File: config.mk
export PLATFORM = sky130hd
export DESIGN_NAME = uart_rx_flat
export DESIGN_NICKNAME = d
export VERILOG_FILES = /design/src/rtl/uart_pkg.sv /design/src/rtl/uart_rx_if.sv /design/src/rtl/uart_rx_sync2.sv /design/src/rtl/uart_rx.sv /design/src/flat_wrapper.sv
export SDC_FILE = /design/constraint.sdc
export NUM_CORES = 1
export LEC_CHECK = 0
export ABC_AREA = 1
export CORE_MARGIN = 4
export CORE_UTILIZATION = 35
export CTS_BUF_LIST = sky130_fd_sc_hd__clkbuf_4 sky130_fd_sc_hd__clkbuf_8
export DETAILED_ROUTE_END_ITERATION = 6
export GPL_TIMING_DRIVEN = 0
export PLACE_DENSITY = 0.64
export SYNTH_ARGS = -nofsm -noshare
export SYNTH_HDL_FRONTEND = slang
export SYNTH_SLANG_ARGS = --single-unit
File: constraint.sdc
create_clock -name clk -period 1.9 [get_ports clk]
set_input_delay 0.38 -clock clk [delete_from_list [all_inputs] [get_ports clk]]
set_output_delay 0.38 -clock clk [all_outputs]
set_load 0.02 [all_outputs]
File: src/rtl/uart_pkg.sv
// uart_pkg -- shared definitions for the UART receive path.
//   uart_rx_state_t : receiver state encoding
//   UART_OVERSAMPLE : default clk_en ticks per bit
//   majority3       : 2-of-3 vote used when UART_RX_MAJORITY_EN is defined
package uart_pkg;

  typedef enum logic [2:0] {
    IDLE      = 3'd0,
    START     = 3'd1,
    DATA      = 3'd2,
    STOP      = 3'd3,
    WAIT_HIGH = 3'd4
  } uart_rx_state_t;

  localparam int UART_OVERSAMPLE = 16;

  function automatic logic majority3(input logic [2:0] v);
    return (v[0] & v[1]) | (v[0] & v[2]) | (v[1] & v[2]);
  endfunction

endpackage

File: src/rtl/uart_rx_if.sv
// uart_rx_if -- byte handshake between the UART receiver and its consumer.
//   rx_data   : received byte, stable while rx_valid is high
//   rx_valid  : byte available
//   rx_ready  : consumer accepts the byte
//   frame_err : one-cycle pulse, stop bit sampled low
//   overrun   : one-cycle pulse, completed byte dropped
// master = receiver side, slave = consumer side.
interface uart_rx_if #(
  parameter int DATA_BITS = 8
);
  import uart_pkg::*;

  logic [DATA_BITS-1:0] rx_data;
  logic                 rx_valid;
  logic                 rx_ready;
  logic                 frame_err;
  logic                 overrun;

  modport master (output rx_data, output rx_valid, output frame_err,
                  output overrun, input rx_ready);
  modport slave  (input rx_data, input rx_valid, input frame_err,
                  input overrun, output rx_ready);
endinterface

File: src/rtl/uart_rx_sync2.sv
// sync2 -- generic two-flop synchronizer for an asynchronous input pin.
//   clk : destination clock
//   rst : synchronous, active-low reset; both flops load RESET_VAL
//   d   : asynchronous input
//   q   : synchronized output, two clk cycles behind d
module sync2 #(
  parameter logic RESET_VAL = 1'b1
) (
  input  logic clk,
  input  logic rst,
  input  logic d,
  output logic q
);
  logic meta_r;
  logic sync_r;

  // Two-stage capture; meta_r may go metastable, sync_r is the settled copy
  always_ff @(posedge clk) begin
    if (!rst) begin
      meta_r <= RESET_VAL;
      sync_r <= RESET_VAL;
    end else begin
      meta_r <= d;
      sync_r <= meta_r;
    end
  end

  assign q = sync_r;
endmodule

File: src/rtl/uart_rx.sv
// uart_rx -- oversampling UART receiver (1 start, DATA_BITS data LSB first,
// 1 stop, no parity) with a valid/ready byte handshake.
//   clk    : single clock
//   rst    : synchronous, active-low reset
//   clk_en : oversample tick, OVERSAMPLE ticks per bit
//   rxd    : asynchronous serial line, idles high
//   rx_bus : uart_rx_if.master (rx_data, rx_valid, rx_ready, frame_err, overrun)
// Build option: UART_RX_MAJORITY_EN -- each sample point takes the 2-of-3
// majority of the line over the sample tick and the two ticks before it.
module uart_rx
  import uart_pkg::*;
#(
  parameter int OVERSAMPLE = UART_OVERSAMPLE,
  parameter int DATA_BITS  = 8
) (
  input  logic        clk,
  input  logic        rst,
  input  logic        clk_en,
  input  logic        rxd,
  uart_rx_if.master   rx_bus
);
  localparam int CNT_W = $clog2(OVERSAMPLE);
  localparam int BIT_W = $clog2(DATA_BITS + 1);
  localparam logic [CNT_W-1:0] CNT_ZERO = {CNT_W{1'b0}};
  localparam logic [CNT_W-1:0] CNT_ONE  = CNT_W'(1);
  localparam logic [CNT_W-1:0] CNT_MID  = CNT_W'(OVERSAMPLE / 2 - 1);
  localparam logic [CNT_W-1:0] CNT_LAST = CNT_W'(OVERSAMPLE - 1);
  localparam logic [BIT_W-1:0] BIT_ZERO = {BIT_W{1'b0}};
  localparam logic [BIT_W-1:0] BIT_ONE  = BIT_W'(1);
  localparam logic [BIT_W-1:0] BIT_LAST = BIT_W'(DATA_BITS - 1);

  uart_rx_state_t       state_r, state_n;
  logic [CNT_W-1:0]     cnt_r, cnt_n;
  logic [BIT_W-1:0]     bit_idx_r, bit_idx_n;
  logic [DATA_BITS-1:0] shift_r, shift_n;
  logic [DATA_BITS-1:0] rx_data_r;
  logic                 rx_valid_r;
  logic                 frame_err_r;
  logic                 overrun_r;
  logic                 rxs_s;
  logic                 sample_s;
  logic                 deliver_s;
  logic                 stop_bad_s;

  sync2 #(.RESET_VAL(1'b1)) u_sync (
    .clk (clk),
    .rst (rst),
    .d   (rxd),
    .q   (rxs_s)
  );

`ifdef UART_RX_MAJORITY_EN
  logic [2:0] hist_r;

  // Line history at tick rate; the vote window is the current tick plus two older ones
  always_ff @(posedge clk) begin
    if (!rst) begin
      hist_r <= 3'b111;
    end else if (clk_en) begin
      hist_r <= {hist_r[1:0], rxs_s};
    end
  end

  assign sample_s = majority3({hist_r[1:0], rxs_s});
`else
  assign sample_s = rxs_s;
`endif

  // Frame state machine: next state, counters, shift data and frame-end events
  always_comb begin
    state_n    = state_r;
    cnt_n      = cnt_r;
    bit_idx_n  = bit_idx_r;
    shift_n    = shift_r;
    deliver_s  = 1'b0;
    stop_bad_s = 1'b0;
    if (clk_en) begin
      case (state_r)
        IDLE: begin
          if (!rxs_s) begin
            state_n = START;
            cnt_n   = CNT_ZERO;
          end else begin
            state_n = IDLE;
          end
        end
        START: begin
          if (cnt_r == CNT_MID) begin
            cnt_n = CNT_ZERO;
            if (!sample_s) begin
              state_n   = DATA;
              bit_idx_n = BIT_ZERO;
            end else begin
              state_n = IDLE;  // start bit did not hold to mid-bit: glitch
            end
          end else begin
            cnt_n = cnt_r + CNT_ONE;
          end
        end
        DATA: begin
          if (cnt_r == CNT_LAST) begin
            cnt_n     = CNT_ZERO;
            shift_n   = {sample_s, shift_r[DATA_BITS-1:1]};
            bit_idx_n = bit_idx_r + BIT_ONE;
            if (bit_idx_r == BIT_LAST) begin
              state_n = STOP;
            end else begin
              state_n = DATA;
            end
          end else begin
            cnt_n = cnt_r + CNT_ONE;
          end
        end
        STOP: begin
          if (cnt_r == CNT_LAST) begin
            cnt_n = CNT_ZERO;
            if (sample_s) begin
              deliver_s = 1'b1;
              state_n   = IDLE;
            end else begin
              stop_bad_s = 1'b1;
              state_n    = WAIT_HIGH;  // hold off until a break ends
            end
          end else begin
            cnt_n = cnt_r + CNT_ONE;
          end
        end
        WAIT_HIGH: begin
          if (rxs_s) begin
            state_n = IDLE;
          end else begin
            state_n = WAIT_HIGH;
          end
        end
        default: begin
          state_n = IDLE;
          cnt_n   = CNT_ZERO;
        end
      endcase
    end else begin
      state_n = state_r;
    end
  end

  // Frame state registers
  always_ff @(posedge clk) begin
    if (!rst) begin
      state_r   <= IDLE;
      cnt_r     <= CNT_ZERO;
      bit_idx_r <= BIT_ZERO;
      shift_r   <= {DATA_BITS{1'b0}};
    end else begin
      state_r   <= state_n;
      cnt_r     <= cnt_n;
      bit_idx_r <= bit_idx_n;
      shift_r   <= shift_n;
    end
  end

  // Output handshake, evaluated every clk; a delivery into a full, unaccepted slot is dropped
  always_ff @(posedge clk) begin
    if (!rst) begin
      rx_data_r   <= {DATA_BITS{1'b0}};
      rx_valid_r  <= 1'b0;
      frame_err_r <= 1'b0;
      overrun_r   <= 1'b0;
    end else begin
      frame_err_r <= stop_bad_s;
      overrun_r   <= 1'b0;
      if (deliver_s) begin
        if (!rx_valid_r || rx_bus.rx_ready) begin
          rx_data_r  <= shift_r;
          rx_valid_r <= 1'b1;
        end else begin
          overrun_r <= 1'b1;
        end
      end else if (rx_valid_r && rx_bus.rx_ready) begin
        rx_valid_r <= 1'b0;
      end
    end
  end

  assign rx_bus.rx_data   = rx_data_r;
  assign rx_bus.rx_valid  = rx_valid_r;
  assign rx_bus.frame_err = frame_err_r;
  assign rx_bus.overrun   = overrun_r;
endmodule

File: src/flat_wrapper.sv
// flat-port wrapper written by rule: the top's interface ports become plain ports
module uart_rx_flat import uart_pkg::*;
#(
  parameter int OVERSAMPLE = UART_OVERSAMPLE,
  parameter int DATA_BITS  = 8
)
  (clk, rst, clk_en, rxd, rx_bus_rx_data, rx_bus_rx_valid, rx_bus_frame_err, rx_bus_overrun, rx_bus_rx_ready);
  uart_rx_if #(.DATA_BITS(DATA_BITS)) rx_bus_i ();
  input  logic clk;
  input  logic rst;
  input  logic clk_en;
  input  logic rxd;
  output wire logic [$bits(rx_bus_i.rx_data)-1:0] rx_bus_rx_data;
  output wire logic [$bits(rx_bus_i.rx_valid)-1:0] rx_bus_rx_valid;
  output wire logic [$bits(rx_bus_i.frame_err)-1:0] rx_bus_frame_err;
  output wire logic [$bits(rx_bus_i.overrun)-1:0] rx_bus_overrun;
  input wire logic [$bits(rx_bus_i.rx_ready)-1:0] rx_bus_rx_ready;
  assign rx_bus_rx_data = rx_bus_i.rx_data;
  assign rx_bus_rx_valid = rx_bus_i.rx_valid;
  assign rx_bus_frame_err = rx_bus_i.frame_err;
  assign rx_bus_overrun = rx_bus_i.overrun;
  assign rx_bus_i.rx_ready = rx_bus_rx_ready;
  uart_rx #(.OVERSAMPLE(OVERSAMPLE), .DATA_BITS(DATA_BITS)) u_core (.clk(clk), .rst(rst), .clk_en(clk_en), .rxd(rxd), .rx_bus(rx_bus_i));
endmodule
==> key figures, run 1 <==
Floorplan
  • Die height: around 70 um
  • Boundary pin count: 16
  • Die width: 71.6 um
  • Initial Utilization: ~38%
  • FP Rows: 22
  • Core area: between 0.003 and 0.004 mm2
  • Die area: about 0.005 mm2

Clocking
  • Clk buf depth: 2
  • Clk_lat worst skew: between 0.2 and 0.3 ns
  • CTS tree: done
  • H-Tree Depth: 2
  • Clock transition at the registers of the reported paths: ~0.06 ns
  • Post-CTS Setup Bufs: 0
  • CTS Hold Bufs: 0
  • Clk root buf: clkbuf_8
  • CTS resizes: 0
  • CTS Sinks: 32
  • CTS buffer count: 5

Setup path
  • CP max stage delay: 0.62 ns
  • Worst path arrival time: 1.81 ns
  • Most frequent CP cell: inv_2
  • Element type at the critical path start: input pin
  • Critical path class: in -> reg
  • Worst path bufs/invs: 3
  • Worst Setup End Kind: flop
  • Crit-path leading delay family: buffers and inverters
  • CP max stage cell: clkdlybuf4s50_1
  • CP max FO: 9
  • Crit-path cells: clkdlybuf4s50_1 > inv_2 > nor3_4 > inv_2 > o21ai_1 > a21oi_1
  • Req. time, crit path: 2.08 ns

Global routing
  • Total global routing overflow: 0
  • First-pass GRT wire length: 4.68 mm
  • Largest net degree at the start of global routing: 11
  • Initial antenna violation count: 0
  • GRT Util Overall: between 10% and 20%
  • Number of global-route vias before repair: ~990

Placement
  • DP HPWL: around 1.9 mm
  • DP Cell Count: approximately 240
  • Area post-placement: approximately 0.0016 mm2
  • Port bufs: 15
  • Gpl congestion: roughly 0.74

STA
  • Worst hold slack: 0.413 ns
  • Period utilization: 85.9%
  • RSZ-0062 raised after global routing: no
  • Slew of the pin with the lowest slew margin: slightly above 0.5 ns
  • Period minus WS final: 1.63 ns
  • Hold Vio Cnt, Final: 0
  • Sum Neg Setup Slack: 0 ns
  • Max-slew violation count: 0
  • Clock Skew: roughly 0.0047 ns
  • Worst slew margin: 66.0%
  • Fmax: 613 MHz
  • Setup violations, final: 0

Min path
  • Hold Crit Class: reg -> reg

Layout
  • Net count, final: ~210
  • Ant diodes: 0
  • Non-Filler Instances: 251
  • Most frequent cells in the layout: 39 x nand2_1, 32 x dfxtp_1, 22 x nor2_1
  • Area Overhead vs Synth: 21.7%
  • Finished layout cell area: 0.00172 mm2
  • Share of cells above drive strength 1: 17.2%
  • Commonest non-fill, non-tap cell in the layout: nand2_1

Synthesis
  • Synth Flop Type: dfxtp_1
  • Post-synth EDFFs: 0
  • Post-synthesis instance area: 0.00142 mm2
  • Unique masters post-synth: 31
  • Avg Inst Size Synth: about 7.9 um2
  • FF+latch count, synth: 32
  • Register area share after synthesis: a little under half
  • Synthesis Warnings: 0
  • Asr flop ratio synth: 0%
  • Post-Syn Nets: 187
  • Synth Instances: 180

Power and ir drop
  • Power Density: around 740 mW/mm2
  • Lkg Pwr: about 0.66 nW
  • Peak VDD IR: roughly 0.00045 V

Detailed routing
  • Routed Antenna Nets: 0
  • DR vias/cell: about 4.7
  • Total vias in the final route: 1187
  • Routed WL: 2.76 mm
  • Pre-Repair DR Iteration Count: 4
  • Drc violations: 0
  • Routed wire per std cell: between 10 and 15 um
  • Initial DRC Count: 24

Run status
  • Status: completed

Flow run
  • Max Cap Viol: 0
## registers in the layout, summed over array words and instances, names as in the netlist
name / cells
u_core.rx_bus.frame_err: 1
u_core.u_sync.q: 1
u_core.rx_bus.overrun: 1
u_core.rx_bus.rx_valid: 1
u_core.cnt_r: 4
u_core.rx_bus.rx_data: 8
u_core.bit_idx_r: 4
u_core.state_r: 3
u_core.shift_r: 8
u_core.u_sync.meta_r: 1
## Yosys cell counts, types with 2 or more instances
cell      number  area share, %
a21oi_1       19            6.7
a21oi_2        2            1.2
a31oi_1        2           0.88
clkbuf_1       2           0.53
dfxtp_1       32             45
ha_1           2            1.8
inv_1          7            1.9
inv_2          7            1.9
nand2_1       39             10
nand2_2        3            1.3
nand3_1        9            3.2
nand3_2        3            2.1
nand3_4        2            2.5
nand4_1        2           0.88
nor2_1        22            5.8
nor2_2         2           0.88
o21ai_0        7            2.5
o21ai_1        3            1.1
or2_2          3            1.3
## report_power, final
group	internal, mW	total (mW)	switching (mW)
Sequential	0.675	0.678	0.00343
Combinational	0.0182	0.0499	0.0317
Clock	0.308	0.547	0.239
## area by class of cell
class                      instances  area, um2
fill                             384       2050
multi-input combinational        130        703
sequential                        32        641
timing repair buffer              15        150
clock buffer                       7       90.1
inverter                          16       65.1
tap                               48       60.1
clock inverter                     1       7.51
buffer                             2       7.51
## cell families after synthesis
logic type                 share of synthesized area [%]
AOI/OAI and AO/OA                                   12.8
xor gates and xnor gates                           0.618
DFF                                                 45.2
adders and majority gates                           1.77
and+or+nand+nor                                     34.5
buffers and inverters                               5.12
## worst register-to-register path, stage by stage (launching register included)
cell and delay, ns:
dfxtp_1 0.37, ha_1 0.22, nand3_2 0.15, nor3_4 0.36, inv_2 0.14, o21ai_1 0.14
a21oi_1 0.05
## worst paths after layout
path | startpoint | end | slack [ns] | depth (start not counted)
worst max-delay path | clk_en | u_core.shift_r[7] | 0.27 | 6
worst min-delay path | u_core.u_sync.meta_r | u_core.u_sync.q | 0.41 | 1
worst max register to register | u_core.cnt_r[0] | u_core.shift_r[7] | 0.37 | 6
worst min register to register | u_core.u_sync.meta_r | u_core.u_sync.q | 0.41 | 1
## per-layer routing
metal | track usage (%) | up-vias | wire length, um | part of all wire [%]
li1 | - | 638 | - | -
met1 | 16.6 | 518 | 1440 | 52
met2 | 15.0 | 24 | 1100 | 40
met3 | 5.05 | 7 | 135 | 4.9
met4 | 6.89 | 0 | 74 | 2.7
met5 | 0 | - | 0 | 0
## stage by stage
step | power (mW) | utilization [%] | setup WS [ns]
floorplan | 0.723 | - | 0.580
global placement | 0.743 | 43.1 | -0.0224
detailed placement | 0.743 | 43.1 | -0.0339
CTS | 1.29 | 45.7 | 0.266
global route | 1.33 | 45.7 | 0.194
finish | 1.28 | 45.7 | 0.268
No activity file was read; power rests on OpenSTA's default activity.
==> run 2: changes to the inputs <==
- REMOVE_ABC_BUFFERS: default -> 1
==> key figures, run 2 (synthesized netlist as in run 1, its figures left out) <==
Setup path
  • Worst R2R Path Depth: 6
  • Worst path arrival time: around 1.9 ns
  • Element type at the critical path start: input pin
  • Crit-path cells: clkdlybuf4s50_1 > clkinv_2 > or2_2
  • R2r setup slk: between 0.3 and 0.4 ns
  • Crit Reg-Reg Startpoint: u_core.cnt_r[0]
  • CP max stage delay: between 0.7 and 0.8 ns
  • Reg2reg end: u_core.shift_r[7]
  • CP max FO: 19
  • CP max stage cell: clkdlybuf4s50_1
  • Worst path bufs/invs: 2
  • Req. time, crit path: 2.06 ns
  • Critical path class: in -> reg
  • Crit-path leading delay family: buffers and inverters
  • Worst Setup End Kind: flop

Layout
  • Share of cells above drive strength 1: around 18%
  • Commonest non-fill, non-tap cell in the layout: nand2_1
  • Most frequent cells in the layout: 39 x nand2_1, 32 x dfxtp_1, 22 x nor2_1
  • Finished layout cell area: between 0.0015 and 0.002 mm2
  • Area Overhead vs Synth: 22.3%
  • Net count, final: approximately 210
  • Post-layout util: between 40% and 50%
  • Filler Cells Inserted: 385
  • Ant diodes: 0

Detailed routing
  • Total vias in the final route: 1209
  • DR vias/cell: around 4.9
  • Initial DRC Count: 91
  • Routed WL: about 2.8 mm
  • Routed wire per std cell: around 11 um
  • Pre-Repair DR Iteration Count: 5
  • Drc violations: 0
  • Routed Antenna Nets: 0

Placement
  • DP HPWL: ~2.0 mm
  • Place WS: -0.467 ns
  • Gpl congestion: between 0.7 and 0.8
  • Area post-placement: 0.00162 mm2
  • Port bufs: 15

Global routing
  • Busiest layer in global routing: met2
  • Total global routing overflow: 0
  • Grt met3 use: under 10%
  • GRT Util Overall: between 10% and 20%
  • GRT met1 Usage: between 15 and 20%
  • Initial antenna violation count: 0
  • First-pass GRT wire length: about 4.7 mm
  • Largest net degree at the start of global routing: 20
  • Met2 global-route usage: about 17%
  • Number of global-route vias before repair: 1040

STA
  • Worst hold slack: around 0.42 ns
  • Slew of the pin with the lowest slew margin: roughly 0.47 ns
  • Period minus WS final: 1.73 ns
  • Max-slew violation count: 0
  • Period utilization: 91.0%
  • Worst slew margin: between 60% and 70%
  • RSZ-0062 raised after global routing: no
  • Hold Vio Cnt, Final: 0
  • Worst setup margin: ~0.17 ns
  • Clock Skew: 0.00903 ns
  • Fmax: 579 MHz
  • Setup violations, final: 0

Power and ir drop
  • Logic pwr share: under 10%
  • Psw: ~0.28 mW
  • Peak VDD IR: around 0.00045 V
  • Internal power: between 1 and 1.5 mW
  • Switching Fraction: 20.1%
  • Lkg Pwr: between 0.6 and 0.7 nW
  • Clock Power Share: a little under half
  • Sequential share of power: between 40% and 50%
  • Power Density: roughly 800 mW/mm2

Min path
  • Hold Crit Class: reg -> reg
  • Hold_sp: u_core.u_sync.meta_r
  • WHS Path Cells: 1
  • Min-Delay Endpoint: u_core.u_sync.q

Clocking
  • H-Tree Depth: 2
  • CTS resizes: 1
  • CTS buffer count: 5
  • Clk root buf: clkbuf_8
  • CTS tree: done
  • CTS Hold Bufs: 0
  • Clock transition at the registers of the reported paths: around 0.060 ns
  • CTS Sinks: 32
  • Clk buf depth: 2
  • Clk_lat worst skew: roughly 0.28 ns
  • Post-CTS Setup Bufs: 0

Floorplan
  • Boundary pin count: 16
  • Initial Utilization: between 30% and 40%
  • Die height: approximately 70 um
  • Core area: roughly 0.0038 mm2
  • FP Rows: 22
  • Die area: 0.00513 mm2
  • Die width: between 70 and 80 um

Flow run
  • Max Cap Viol: 0

Run status
  • Status: completed
run 2: area by class of cell:
cell class,count,area (um2),area share (%)
clock inverter,2,35.0,2.02
multi-input combinational,130,703,40.6
sequential,32,641,37.0
timing repair buffer,15,150,8.67
clock buffer,6,76.3,4.41
tap,48,60.1,3.47
inverter,16,66.3,3.83
run 2: worst max path at each step:
stage | start | end | slack [ns] | cells after the start
final | rst | u_core.u_sync.q | 0.17 | 3
after global routing | rst | u_core.u_sync.meta_r | 0.06 | 3
after CTS | rst | u_core.u_sync.q | 0.14 | 3
after detailed placement | rst | u_core.u_sync.meta_r | -0.47 | 3
after global placement | rst | u_core.u_sync.meta_r | -0.45 | 3
after floorplan | u_core.cnt_r[0] | u_core.shift_r[7] | 0.58 | 6
run 2: routing by layer:
metal / part of all wire [%] / up-vias / wire length, um
met5: 0 / - / 0
met4: 1.6 / 0 / 44
met3: 4.1 / 5 / 113
met2: 47 / 23 / 1290
met1: 48 / 549 / 1320
li1: - / 632 / -
run 2: metrics by stage:
stage / power, mW / instances / setup TNS, ns
CTS: 1.39 / 249 / 0
detailed placement: 0.742 / 241 / -5.16
floorplan: 0.720 / 178 / 0
global route: 1.42 / 249 / 0
global placement: 0.741 / 241 / -4.66
finish: 1.37 / 249 / 0
run 2: power by group through the flow:
stage	sequential [mW]	clock (mW)	combinational, mW
5_1_grt	0.678	0.686	0.0547
3_5_place_dp	0.693	0	0.0488
4_1_cts	0.678	0.662	0.0494
3_3_place_gp	0.693	0	0.0482
6_report	0.678	0.644	0.0484
2_1_floorplan	0.692	0	0.0283
run 2: worst register-to-register path: cells and delay by family (launching register included):
kind | cells | cell delay (ns)
buf+inv | 1 | 0.14
fa+ha+maj | 1 | 0.22
compound gates | 2 | 0.20
simple gates | 2 | 0.49
flops | 1 | 0.37
